**src/rtl/rotate_pkg.sv**
```systemverilog
// Shared definitions for the rotation address generator: dimension, index and
// address widths, direction codes and the job FSM state codes.
package rotate_pkg;

    localparam int DIM_W  = 10;
    localparam int IDX_W  = 2 * DIM_W;
    localparam int ADDR_W = 32;

    localparam logic [DIM_W-1:0] DIM_ZERO = '0;
    localparam logic [DIM_W-1:0] DIM_ONE  = DIM_W'(1);

    typedef enum logic [1:0] {
        DIR_0   = 2'd0,
        DIR_90  = 2'd1,
        DIR_180 = 2'd2,
        DIR_270 = 2'd3
    } dir_t;

    typedef enum logic [1:0] {
        IDLE = 2'd0,
        RUN  = 2'd1,
        DONE = 2'd2
    } state_t;

endpackage

```
**src/rtl/rotate_addr_gen_if.sv**
```systemverilog
// Job configuration, address stream handshake and status of the rotation
// address generator. O_CYCLES exists only when ROTATE_ADDR_GEN_PERF_EN is defined.
interface rotate_addr_gen_if;
    import rotate_pkg::*;

    logic                  I_START;
    logic                  I_ABORT;
    logic [DIM_W-1:0]      I_WIDTH;
    logic [DIM_W-1:0]      I_HEIGHT;
    logic [1:0]            I_DIR;
    logic [ADDR_W-1:0]     I_SRC_BASE;
    logic [ADDR_W-1:0]     I_DST_BASE;
    logic [ADDR_W-1:0]     O_SRC_ADDR;
    logic [ADDR_W-1:0]     O_DST_ADDR;
    logic                  O_VALID;
    logic                  I_READY;
    logic                  O_BUSY;
    logic                  O_DONE;
`ifdef ROTATE_ADDR_GEN_PERF_EN
    logic [31:0]           O_CYCLES;
`endif

    // Register file / consumer side.
    modport master (
        output I_START, I_ABORT, I_WIDTH, I_HEIGHT, I_DIR, I_SRC_BASE, I_DST_BASE, I_READY,
        input  O_SRC_ADDR, O_DST_ADDR, O_VALID, O_BUSY, O_DONE
`ifdef ROTATE_ADDR_GEN_PERF_EN
        , input O_CYCLES
`endif
    );

    // Address generator side.
    modport slave (
        input  I_START, I_ABORT, I_WIDTH, I_HEIGHT, I_DIR, I_SRC_BASE, I_DST_BASE, I_READY,
        output O_SRC_ADDR, O_DST_ADDR, O_VALID, O_BUSY, O_DONE
`ifdef ROTATE_ADDR_GEN_PERF_EN
        , output O_CYCLES
`endif
    );

endinterface

```
**src/rtl/rotate_map.sv**
```systemverilog
// Combinational mapping of a source pixel (x, y) of a WxH image to its linear
// index in the rotated destination image. All arithmetic is 20-bit unsigned.
module rotate_map
    import rotate_pkg::*;
(
    input  logic [DIM_W-1:0] x,
    input  logic [DIM_W-1:0] y,
    input  logic [DIM_W-1:0] w,
    input  logic [DIM_W-1:0] h,
    input  dir_t             dir,
    output logic [IDX_W-1:0] idx
);

    logic [DIM_W-1:0] row_flip;
    logic [DIM_W-1:0] col_flip;

    assign row_flip = h - DIM_ONE - y;
    assign col_flip = w - DIM_ONE - x;

    // Select the destination index for the requested rotation.
    always_comb begin
        idx = '0;
        case (dir)
            DIR_0:   idx = IDX_W'(y) * IDX_W'(w) + IDX_W'(x);
            DIR_90:  idx = IDX_W'(x) * IDX_W'(h) + IDX_W'(row_flip);
            DIR_180: idx = IDX_W'(row_flip) * IDX_W'(w) + IDX_W'(col_flip);
            DIR_270: idx = IDX_W'(col_flip) * IDX_W'(h) + IDX_W'(y);
            default: idx = '0;
        endcase
    end

endmodule

```
**src/rtl/rotate_addr_gen.sv**
```systemverilog
// Rotation address generator: walks a WxH source image in raster order and
// emits (source, destination) address pairs over a valid/ready handshake.
// Optional cycle counter enabled by defining ROTATE_ADDR_GEN_PERF_EN.
module rotate_addr_gen
    import rotate_pkg::*;
(
    input  logic                I_PCLK,
    input  logic                I_PRESET_N,
    rotate_addr_gen_if.slave    bus
);

    state_t              state_reg;
    logic [DIM_W-1:0]    x_reg;
    logic [DIM_W-1:0]    y_reg;
    logic [DIM_W-1:0]    w_reg;
    logic [DIM_W-1:0]    h_reg;
    dir_t                dir_reg;
    logic [ADDR_W-1:0]   src_base_reg;
    logic [ADDR_W-1:0]   dst_base_reg;
    logic [ADDR_W-1:0]   src_addr_reg;
    logic [ADDR_W-1:0]   dst_addr_reg;
    logic                valid_reg;
    logic                busy_reg;
    logic                done_reg;

    logic                is_idle;
    logic                start_ok;
    logic                advance;
    logic                last_col;
    logic                last_row;
    logic [DIM_W-1:0]    x_next;
    logic [DIM_W-1:0]    y_next;
    logic [DIM_W-1:0]    map_x;
    logic [DIM_W-1:0]    map_y;
    logic [DIM_W-1:0]    cfg_w;
    logic [DIM_W-1:0]    cfg_h;
    dir_t                cfg_dir;
    logic [ADDR_W-1:0]   cfg_src;
    logic [ADDR_W-1:0]   cfg_dst;
    logic [IDX_W-1:0]    src_idx;
    logic [IDX_W-1:0]    dst_idx;
    logic [ADDR_W-1:0]   src_addr_next;
    logic [ADDR_W-1:0]   dst_addr_next;

    assign is_idle  = (state_reg == IDLE);
    assign start_ok = is_idle && bus.I_START && !bus.I_ABORT;
    assign advance  = (state_reg == RUN) && valid_reg && bus.I_READY;
    assign last_col = (x_reg == (w_reg - DIM_ONE));
    assign last_row = (y_reg == (h_reg - DIM_ONE));
    assign x_next   = last_col ? DIM_ZERO : (x_reg + DIM_ONE);
    assign y_next   = last_col ? (y_reg + DIM_ONE) : y_reg;

    // The pair loaded at a start uses the live inputs at pixel (0,0); later
    // pairs use the latched job and the next scan position.
    assign cfg_w   = is_idle ? bus.I_WIDTH      : w_reg;
    assign cfg_h   = is_idle ? bus.I_HEIGHT     : h_reg;
    assign cfg_dir = is_idle ? dir_t'(bus.I_DIR) : dir_reg;
    assign cfg_src = is_idle ? bus.I_SRC_BASE   : src_base_reg;
    assign cfg_dst = is_idle ? bus.I_DST_BASE   : dst_base_reg;
    assign map_x   = is_idle ? DIM_ZERO : x_next;
    assign map_y   = is_idle ? DIM_ZERO : y_next;

    assign src_idx = IDX_W'(map_y) * IDX_W'(cfg_w) + IDX_W'(map_x);

    rotate_map u_map (
        .x   (map_x),
        .y   (map_y),
        .w   (cfg_w),
        .h   (cfg_h),
        .dir (cfg_dir),
        .idx (dst_idx)
    );

    // Address adds wrap modulo 2^32.
    assign src_addr_next = cfg_src + ADDR_W'(src_idx);
    assign dst_addr_next = cfg_dst + ADDR_W'(dst_idx);

    // Job FSM with registered handshake, status and address outputs.
    always_ff @(posedge I_PCLK or negedge I_PRESET_N) begin
        if (!I_PRESET_N) begin
            state_reg    <= IDLE;
            x_reg        <= '0;
            y_reg        <= '0;
            w_reg        <= '0;
            h_reg        <= '0;
            dir_reg      <= DIR_0;
            src_base_reg <= '0;
            dst_base_reg <= '0;
            src_addr_reg <= '0;
            dst_addr_reg <= '0;
            valid_reg    <= 1'b0;
            busy_reg     <= 1'b0;
            done_reg     <= 1'b0;
        end else begin
            case (state_reg)
                IDLE: begin
                    done_reg <= 1'b0;
                    if (start_ok) begin
                        w_reg        <= bus.I_WIDTH;
                        h_reg        <= bus.I_HEIGHT;
                        dir_reg      <= dir_t'(bus.I_DIR);
                        src_base_reg <= bus.I_SRC_BASE;
                        dst_base_reg <= bus.I_DST_BASE;
                        x_reg        <= '0;
                        y_reg        <= '0;
                        if ((bus.I_WIDTH == DIM_ZERO) || (bus.I_HEIGHT == DIM_ZERO)) begin
                            // Empty image: no pairs, straight to completion.
                            state_reg <= DONE;
                            done_reg  <= 1'b1;
                        end else begin
                            state_reg    <= RUN;
                            valid_reg    <= 1'b1;
                            busy_reg     <= 1'b1;
                            src_addr_reg <= src_addr_next;
                            dst_addr_reg <= dst_addr_next;
                        end
                    end
                end
                RUN: begin
                    if (bus.I_ABORT) begin
                        state_reg <= IDLE;
                        valid_reg <= 1'b0;
                        busy_reg  <= 1'b0;
                    end else if (advance) begin
                        if (last_col && last_row) begin
                            state_reg <= DONE;
                            valid_reg <= 1'b0;
                            busy_reg  <= 1'b0;
                            done_reg  <= 1'b1;
                        end else begin
                            x_reg        <= x_next;
                            y_reg        <= y_next;
                            src_addr_reg <= src_addr_next;
                            dst_addr_reg <= dst_addr_next;
                        end
                    end
                end
                DONE: begin
                    state_reg <= IDLE;
                    done_reg  <= 1'b0;
                end
                default: begin
                    state_reg <= IDLE;
                    valid_reg <= 1'b0;
                    busy_reg  <= 1'b0;
                    done_reg  <= 1'b0;
                end
            endcase
        end
    end

    assign bus.O_SRC_ADDR = src_addr_reg;
    assign bus.O_DST_ADDR = dst_addr_reg;
    assign bus.O_VALID    = valid_reg;
    assign bus.O_BUSY     = busy_reg;
    assign bus.O_DONE     = done_reg;

`ifdef ROTATE_ADDR_GEN_PERF_EN
    logic [31:0] cycles_reg;

    // Count every RUN cycle, stalls included; restart at each accepted start.
    always_ff @(posedge I_PCLK or negedge I_PRESET_N) begin
        if (!I_PRESET_N) begin
            cycles_reg <= '0;
        end else if (start_ok) begin
            cycles_reg <= '0;
        end else if (state_reg == RUN) begin
            cycles_reg <= cycles_reg + 32'd1;
        end
    end

    assign bus.O_CYCLES = cycles_reg;
`endif

endmodule

```
**src/flat_wrapper.sv**
```systemverilog
// flat-port wrapper written by rule: the top's interface ports become plain ports
module rotate_addr_gen_flat import rotate_pkg::*;
  (I_PCLK, I_PRESET_N, bus_I_START, bus_I_ABORT, bus_I_WIDTH, bus_I_HEIGHT, bus_I_DIR, bus_I_SRC_BASE, bus_I_DST_BASE, bus_I_READY, bus_O_SRC_ADDR, bus_O_DST_ADDR, bus_O_VALID, bus_O_BUSY, bus_O_DONE);
  rotate_addr_gen_if bus_i ();
  input  logic I_PCLK;
  input  logic I_PRESET_N;
  input wire logic [$bits(bus_i.I_START)-1:0] bus_I_START;
  input wire logic [$bits(bus_i.I_ABORT)-1:0] bus_I_ABORT;
  input wire logic [$bits(bus_i.I_WIDTH)-1:0] bus_I_WIDTH;
  input wire logic [$bits(bus_i.I_HEIGHT)-1:0] bus_I_HEIGHT;
  input wire logic [$bits(bus_i.I_DIR)-1:0] bus_I_DIR;
  input wire logic [$bits(bus_i.I_SRC_BASE)-1:0] bus_I_SRC_BASE;
  input wire logic [$bits(bus_i.I_DST_BASE)-1:0] bus_I_DST_BASE;
  input wire logic [$bits(bus_i.I_READY)-1:0] bus_I_READY;
  output wire logic [$bits(bus_i.O_SRC_ADDR)-1:0] bus_O_SRC_ADDR;
  output wire logic [$bits(bus_i.O_DST_ADDR)-1:0] bus_O_DST_ADDR;
  output wire logic [$bits(bus_i.O_VALID)-1:0] bus_O_VALID;
  output wire logic [$bits(bus_i.O_BUSY)-1:0] bus_O_BUSY;
  output wire logic [$bits(bus_i.O_DONE)-1:0] bus_O_DONE;
  assign bus_i.I_START = bus_I_START;
  assign bus_i.I_ABORT = bus_I_ABORT;
  assign bus_i.I_WIDTH = bus_I_WIDTH;
  assign bus_i.I_HEIGHT = bus_I_HEIGHT;
  assign bus_i.I_DIR = bus_I_DIR;
  assign bus_i.I_SRC_BASE = bus_I_SRC_BASE;
  assign bus_i.I_DST_BASE = bus_I_DST_BASE;
  assign bus_i.I_READY = bus_I_READY;
  assign bus_O_SRC_ADDR = bus_i.O_SRC_ADDR;
  assign bus_O_DST_ADDR = bus_i.O_DST_ADDR;
  assign bus_O_VALID = bus_i.O_VALID;
  assign bus_O_BUSY = bus_i.O_BUSY;
  assign bus_O_DONE = bus_i.O_DONE;
  rotate_addr_gen u_core (.I_PCLK(I_PCLK), .I_PRESET_N(I_PRESET_N), .bus(bus_i));
endmodule
```
**config.mk**
```make
export PLATFORM = sky130hd
export DESIGN_NAME = rotate_addr_gen_flat
export DESIGN_NICKNAME = d
export VERILOG_FILES = /design/src/rtl/rotate_pkg.sv /design/src/rtl/rotate_addr_gen_if.sv /design/src/rtl/rotate_map.sv /design/src/rtl/rotate_addr_gen.sv /design/src/flat_wrapper.sv
export SDC_FILE = /design/constraint.sdc
export NUM_CORES = 2
export LEC_CHECK = 0
export ABC_CLOCK_PERIOD_IN_PS = 15800
export CORE_MARGIN = 1
export CORE_UTILIZATION = 60
export CTS_CLUSTER_SIZE = 30
export DETAILED_ROUTE_END_ITERATION = 8
export PLACE_DENSITY = 0.78
export SYNTH_ARGS = -nofsm -noshare
export SYNTH_HDL_FRONTEND = slang
export SYNTH_SLANG_ARGS = --single-unit
```
**constraint.sdc**
```tcl
create_clock -name I_PCLK -period 15.8 [get_ports I_PCLK]
set_input_delay 3.16 -clock I_PCLK [delete_from_list [all_inputs] [get_ports I_PCLK]]
set_output_delay 3.16 -clock I_PCLK [all_outputs]
set_load 0.005 [all_outputs]
```
* Yosys cells after proc, flatten, opt, wreduce, memory -nomap -nowiden
Cells that the tools add are included.
** Storage, ports and cells
- Input bits :: 91
- Bits in registers :: 174
- Output and inout bits :: 67
** Cells by class
- Reduce and logical (&&, ||, !) cells :: 18
- Bitwise operators :: 1
- Multiply operators :: 4
- Mux-type cells :: 49
- Equal/unequal tests :: 15
- $add $sub $neg :: 14
** Operators with widths (number)
- $mux 32 :: 12
- $mux 10 :: 13
- $pmux 32 s2 :: 2
- $add 20x10->20 :: 4
- $mul 10x10->20 :: 4
- $pmux 20 s4 :: 1
- $add 32x20->32 :: 2
- $pmux 10 s2 :: 2
- $sub 10x1->10 const B :: 4
- $add 10x1->10 const B :: 2
- $eq 10x10->1 :: 2
- $logic_not 10->1 :: 2
- $sub 10x10->10 :: 2
- $mux 2 :: 6
- $mux 1 :: 10
- $ne 2x2->1 const B :: 5
- $reduce_and 5->1 :: 2
- $eq 2x2->1 const B :: 3
- $reduce_and 3->1 :: 2
- $reduce_and 6->1 :: 1
- $logic_and 1x1->1 :: 5
- $eq 2x1->1 const B :: 2
- $logic_not 2->1 :: 2
- $pmux 2 s2 :: 1
- 10 further kinds :: 10

* Depth between registers and ports, before layout
- Depth after elaboration :: 13
- Depth in mapped cells :: 49
- Gate-level depth less buffers :: 47

* Modules after synthesis
From an unflattened synthesis, not the netlist that was laid out.
** Second synthesis, totals
- Cell total of the unflattened synthesis :: 3656
- Area, all modules :: 31013.5 um2
** Modules (own cells, without submodules)
- rotate_map :: area each 15626.2 um2, cells an instance 1842, times used 1
- rotate_addr_gen :: area each 15387.3 um2, cells an instance 1814, times used 1

* Worst setup path before layout
OpenSTA, ideal clock, no wires.
- Path kind :: input -> register
- Start :: in bus_I_WIDTH[2]
- End :: reg u_core.dst_addr_reg[22], in the netlist u_core.bus.O_DST_ADDR[22]
- Required time :: 15.662 ns
- Slack :: 4.161 ns
- Setup time :: 0.138 ns
- Arrival time :: 11.501 ns
- Stages on the path :: 41
- Path through :: mux2i_1 -> clkinv_1 -> clkbuf_1 -> ha_1 -> a21oi_1 -> nor2b_1 -> o21a_1 -> nor2_1 -> inv_1 -> a221o_1 -> xnor2_1 -> inv_1 -> nand2_1 -> fa_1 -> inv_1 -> fa_1 -> inv_1 -> fa_1 -> (+5 left out) -> ha_1 -> a2111oi_0 -> o21ai_0 -> nand3_1 -> o21ai_0 -> a21o_1 -> a21oi_1 -> xor2_1 -> o31ai_1 -> ha_1 -> a21o_1 -> a21oi_1 -> o21ai_0 -> and3_1 -> a21oi_1 -> a21boi_0 -> xnor2_1 -> o221ai_1
** On the way
- Longest elaborated chain between the ends :: 11
** Ends and longest elaborated chain
- start, declared :: RTL line flat_wrapper.sv:9 : input wire logic [$bits(bus_i.I_WIDTH)-1:0] bus_I_WIDTH;
- $mux 10 :: RTL line rotate_addr_gen.sv:55 : assign cfg_w = is_idle ? bus.I_WIDTH : w_reg;
- $sub 10x1->10 :: RTL line rotate_map.sv:18 : assign col_flip = w - DIM_ONE - x;
- $sub 10x10->10 :: RTL line rotate_map.sv:18
- $mul 10x10->20 :: RTL line rotate_map.sv:27 : DIR_270: idx = IDX_W'(col_flip) * IDX_W'(h) + IDX_W'(y);
- $add 20x10->20 :: RTL line rotate_map.sv:27
- $pmux 20 s4 :: RTL line rotate_map.sv:23 : case (dir)
- $add 32x20->32 :: RTL line rotate_addr_gen.sv:76 : assign dst_addr_next = cfg_dst + ADDR_W'(dst_idx);
- $mux 32 :: RTL line rotate_addr_gen.sv:125 : if (last_col && last_row) begin
- $mux 32 :: RTL line rotate_addr_gen.sv:124 : end else if (advance) begin
- $mux 32 :: RTL line rotate_addr_gen.sv:120 : if (bus.I_ABORT) begin
- $pmux 32 s2 :: RTL line rotate_addr_gen.sv:95 : case (state_reg)
- end signal, assigned :: RTL line rotate_addr_gen.sv:115 : dst_addr_reg <= dst_addr_next;
- end signal, assigned :: RTL line rotate_addr_gen.sv:134 : dst_addr_reg <= dst_addr_next;
- end, declared :: RTL line rotate_addr_gen.sv:21 : logic [ADDR_W-1:0] dst_addr_reg;
Parallel ways exist; a longest one is shown, timed or not. The select of a mux whose other input is x is not followed.
A chain may end at the register's enable or synchronous reset.

* Worst setup path in the final report
- Start :: in bus_I_WIDTH[2]
- End :: reg u_core.dst_addr_reg[31], in the netlist u_core.bus.O_DST_ADDR[31]
The elaborated chain is that of the path after synthesis.

==> results.yml <==
status:
  status: "completed"
job:
  maxCapViolations: 0
finish:
  layout_commonest_cell: "nand2_1"
  layout-drive-gt1-share_pct: 5.641
  syn2layout_area_growth_pct: 10.57
  final_cell_mix: "nand2_1, inv_1, ha_1"
  nets: 3960
  fillers: 3742
  fin_area_sq_mm: 0.02964
yosys:
  synth.distinct_cells: 92
  synth_edf_count: 0
  synth_area_per_cell_sq_um: 8.439
  syn_area_sq_mm: 0.02681
  yosysTopAreaCell: "fa_1"
  ys_warn_count: 0
  syn_nets: 3853
  synthCells: 3177
  yosysSeqAreaShare_pct: 16.24
  synth_ff_type: "dfrtp_1"
  synth_top_area_share_pct: 21.65
  ys_ff_latch: 174
  synthArstFlopShare_pct: 100.0
  synth_top_cells_by_area: "fa_1, dfrtp_1, ha_1"
grt:
  grt_usage_pct: 41.30
  globalRouteOverflowTotal: 0
  grt_pass1_wl_mm: 139.3
  grt_antenna_before_repair: 6
  grt_pass1_vias: 24090
  grt_max_degree: 110
critical_path:
  cpMostUsedCell: "inv_1"
  critical_path_class: "input port to flip-flop"
  crit_required_ns: 16.14
  cp_slowest_cell: "clkinv_1"
  crit_path_start_kind: "input port"
  cp_max_fo: 18
  cp.arrival_ns: 15.15
  max_stage_delay_ns: 1.02
  critPathCaptureType: "flip-flop"
placement:
  hpwl_mm: 73.90
  place.gp.congestion: 1.070
  place_area_sq_mm: 0.02903
  io_buffers: 157
  pre_cts_slack_ns: 0.9415
cts:
  h-tree-depth: 4
  cts_hold_buf: 0
  path_clk_slew_ns: 0.08
  cts.sinks: 174
  cts_resized: 0
  insertion_delay_ns: 0.49
  cts_tree: "built"
  root_buffer: "clkbuf_16"
  clockBufferDepth: 2
  cts_setup_buffers: 0
  cts_buffers: 17
route:
  vias: 24060
  route.detailed.drc: 0
  drtAntennaViolNets: 0
  detail_route.wirelength_mm: 91.35
  firstDrtPassIters: 8
  via_per_inst: 6.179
  wl_per_cell_microns: 23.46
  drtIter0Drc: 2457
sta:
  worst_pin_slew_ns: 1.109
  finalWorstSetupSlack_ns: 0.9951
  hold-worst-slack_ns: 0.4846
  worst_clock_skew_ns: 0.01955
  period_share_pct: 93.70
  hold_viol_final: 0
  setup_viol: 0
  slew_violations: 0
  rsz0062_at_grt: "false"
  period_minus_slack_ns: 14.80
  setup_tns_ns: 0
  relSlewSlack_pct: 23.94
  max_freq_mhz: 67.55
floorplan:
  die-area_sq_mm: 0.04554
  rows: 77
  fp.dieH_microns: 213.4
  start_util_pct: 60.76
  fp.dieW_microns: 213.4
  ios: 158
  coreArea_sq_mm: 0.04412
min_path:
  hold_class: "flip-flop to flip-flop"
==> synth_stat cells (5+ instances only) <==
master	number
o211ai_1	20
a21boi_0	9
o21bai_1	19
o21a_1	19
buf_1	7
or2_2	8
dfrtp_1	174
nor2b_1	12
and2_1	42
nand2b_1	20
fa_1	290
a21oi_1	105
mux2_2	81
clkbuf_1	89
nor2_1	251
xor2_1	65
clkinv_1	11
nor3_1	52
nand2_1	508
a21o_1	37
ha_1	295
buf_2	9
xnor2_1	88
nand3_1	31
or3_1	20
inv_1	445
nor3b_1	9
or4_1	9
nand4_1	17
nor4_1	15
a31oi_1	40
a211oi_1	38
o31ai_1	12
mux2i_1	43
and4_1	5
o21ai_0	155
a211o_1	5
and3_1	22
==> per-layer routing <==
| metal | wire, microns | track usage [%] | vias to the layer above |
|---|---|---|---|
| li1 | - | - | 10740 |
| met1 | 35600 | 53.58 | 11750 |
| met2 | 41160 | 63.80 | 1244 |
| met3 | 9617 | 10.63 | 321 |
| met4 | 4927 | 21.23 | 6 |
| met5 | 42 | 0 | - |
==> cell type report <==
type | instances | area (sq um) | area share [%]
clock buffer | 17 | 425.4 | 1.435
tap | 592 | 740.7 | 2.499
antenna | 4 | 10.01 | 0.03377
multi-input combinational | 2438 | 20350 | 68.66
inverter | 458 | 1722 | 5.808
timing repair buffer | 195 | 1858 | 6.268
sequential | 174 | 4354 | 14.69
clock inverter | 15 | 180.2 | 0.6078
==> worst max-delay path, delay by kind of cell <==
| kind | cells | cell delay (ns) |
|---|---|---|
| fa+ha+maj | 8 | 3.83 |
| compound gates | 15 | 3.77 |
| buf+inv | 9 | 2.10 |
| simple gates | 5 | 0.94 |
| mux | 1 | 0.84 |
| xor+xnor | 3 | 0.51 |
==> path summary, 6_finish.rpt <==
path / from / endpoint / slack [ns] / cells after the start
max in group asynchronous: I_PRESET_N / u_core.src_base_reg[31] / 11.44 / 2
min reg2reg: u_core.bus.O_DST_ADDR[4] / u_core.bus.O_DST_ADDR[4] / 0.48 / 2
min in group asynchronous: I_PRESET_N / u_core.src_base_reg[30] / 2.77 / 1
max: bus_I_WIDTH[2] / u_core.bus.O_DST_ADDR[31] / 1.0 / 41
max reg2reg: u_core.w_reg[1] / u_core.bus.O_DST_ADDR[31] / 2.12 / 44
min: u_core.bus.O_DST_ADDR[4] / u_core.bus.O_DST_ADDR[4] / 0.48 / 2
==> stage by stage <==
| stage | cells | util, % |
|---|---|---|
| after floorplan | 3177 | - |
| after global placement | 3857 | 65.79 |
| after detailed placement | 3857 | 65.79 |
| after CTS | 3889 | 67.16 |
| after global routing | 3891 | 67.17 |
| final | 3893 | 67.18 |
==> cells by family (layout without fill, tap and decap cells) <==
group                    count (synthesis)  in the layout  share of synthesized area [%]
AND/OR/NAND/NOR                       1041           1041                          17.26
adder cells (fa/ha/maj)                585            585                          35.42
buffers and inverters                  565            685                          8.003
AO/OA/AOI/OAI                          531            531                          12.76
flip-flops                             174            174                          16.24
XOR/XNOR                               154            154                          5.087
multiplexers                           127            127                          5.231
other                                    0              4                              0
Power is left out: the tool's default activity adds up to more than one toggle a clock period on the data nets, which glitch-free logic cannot reach.
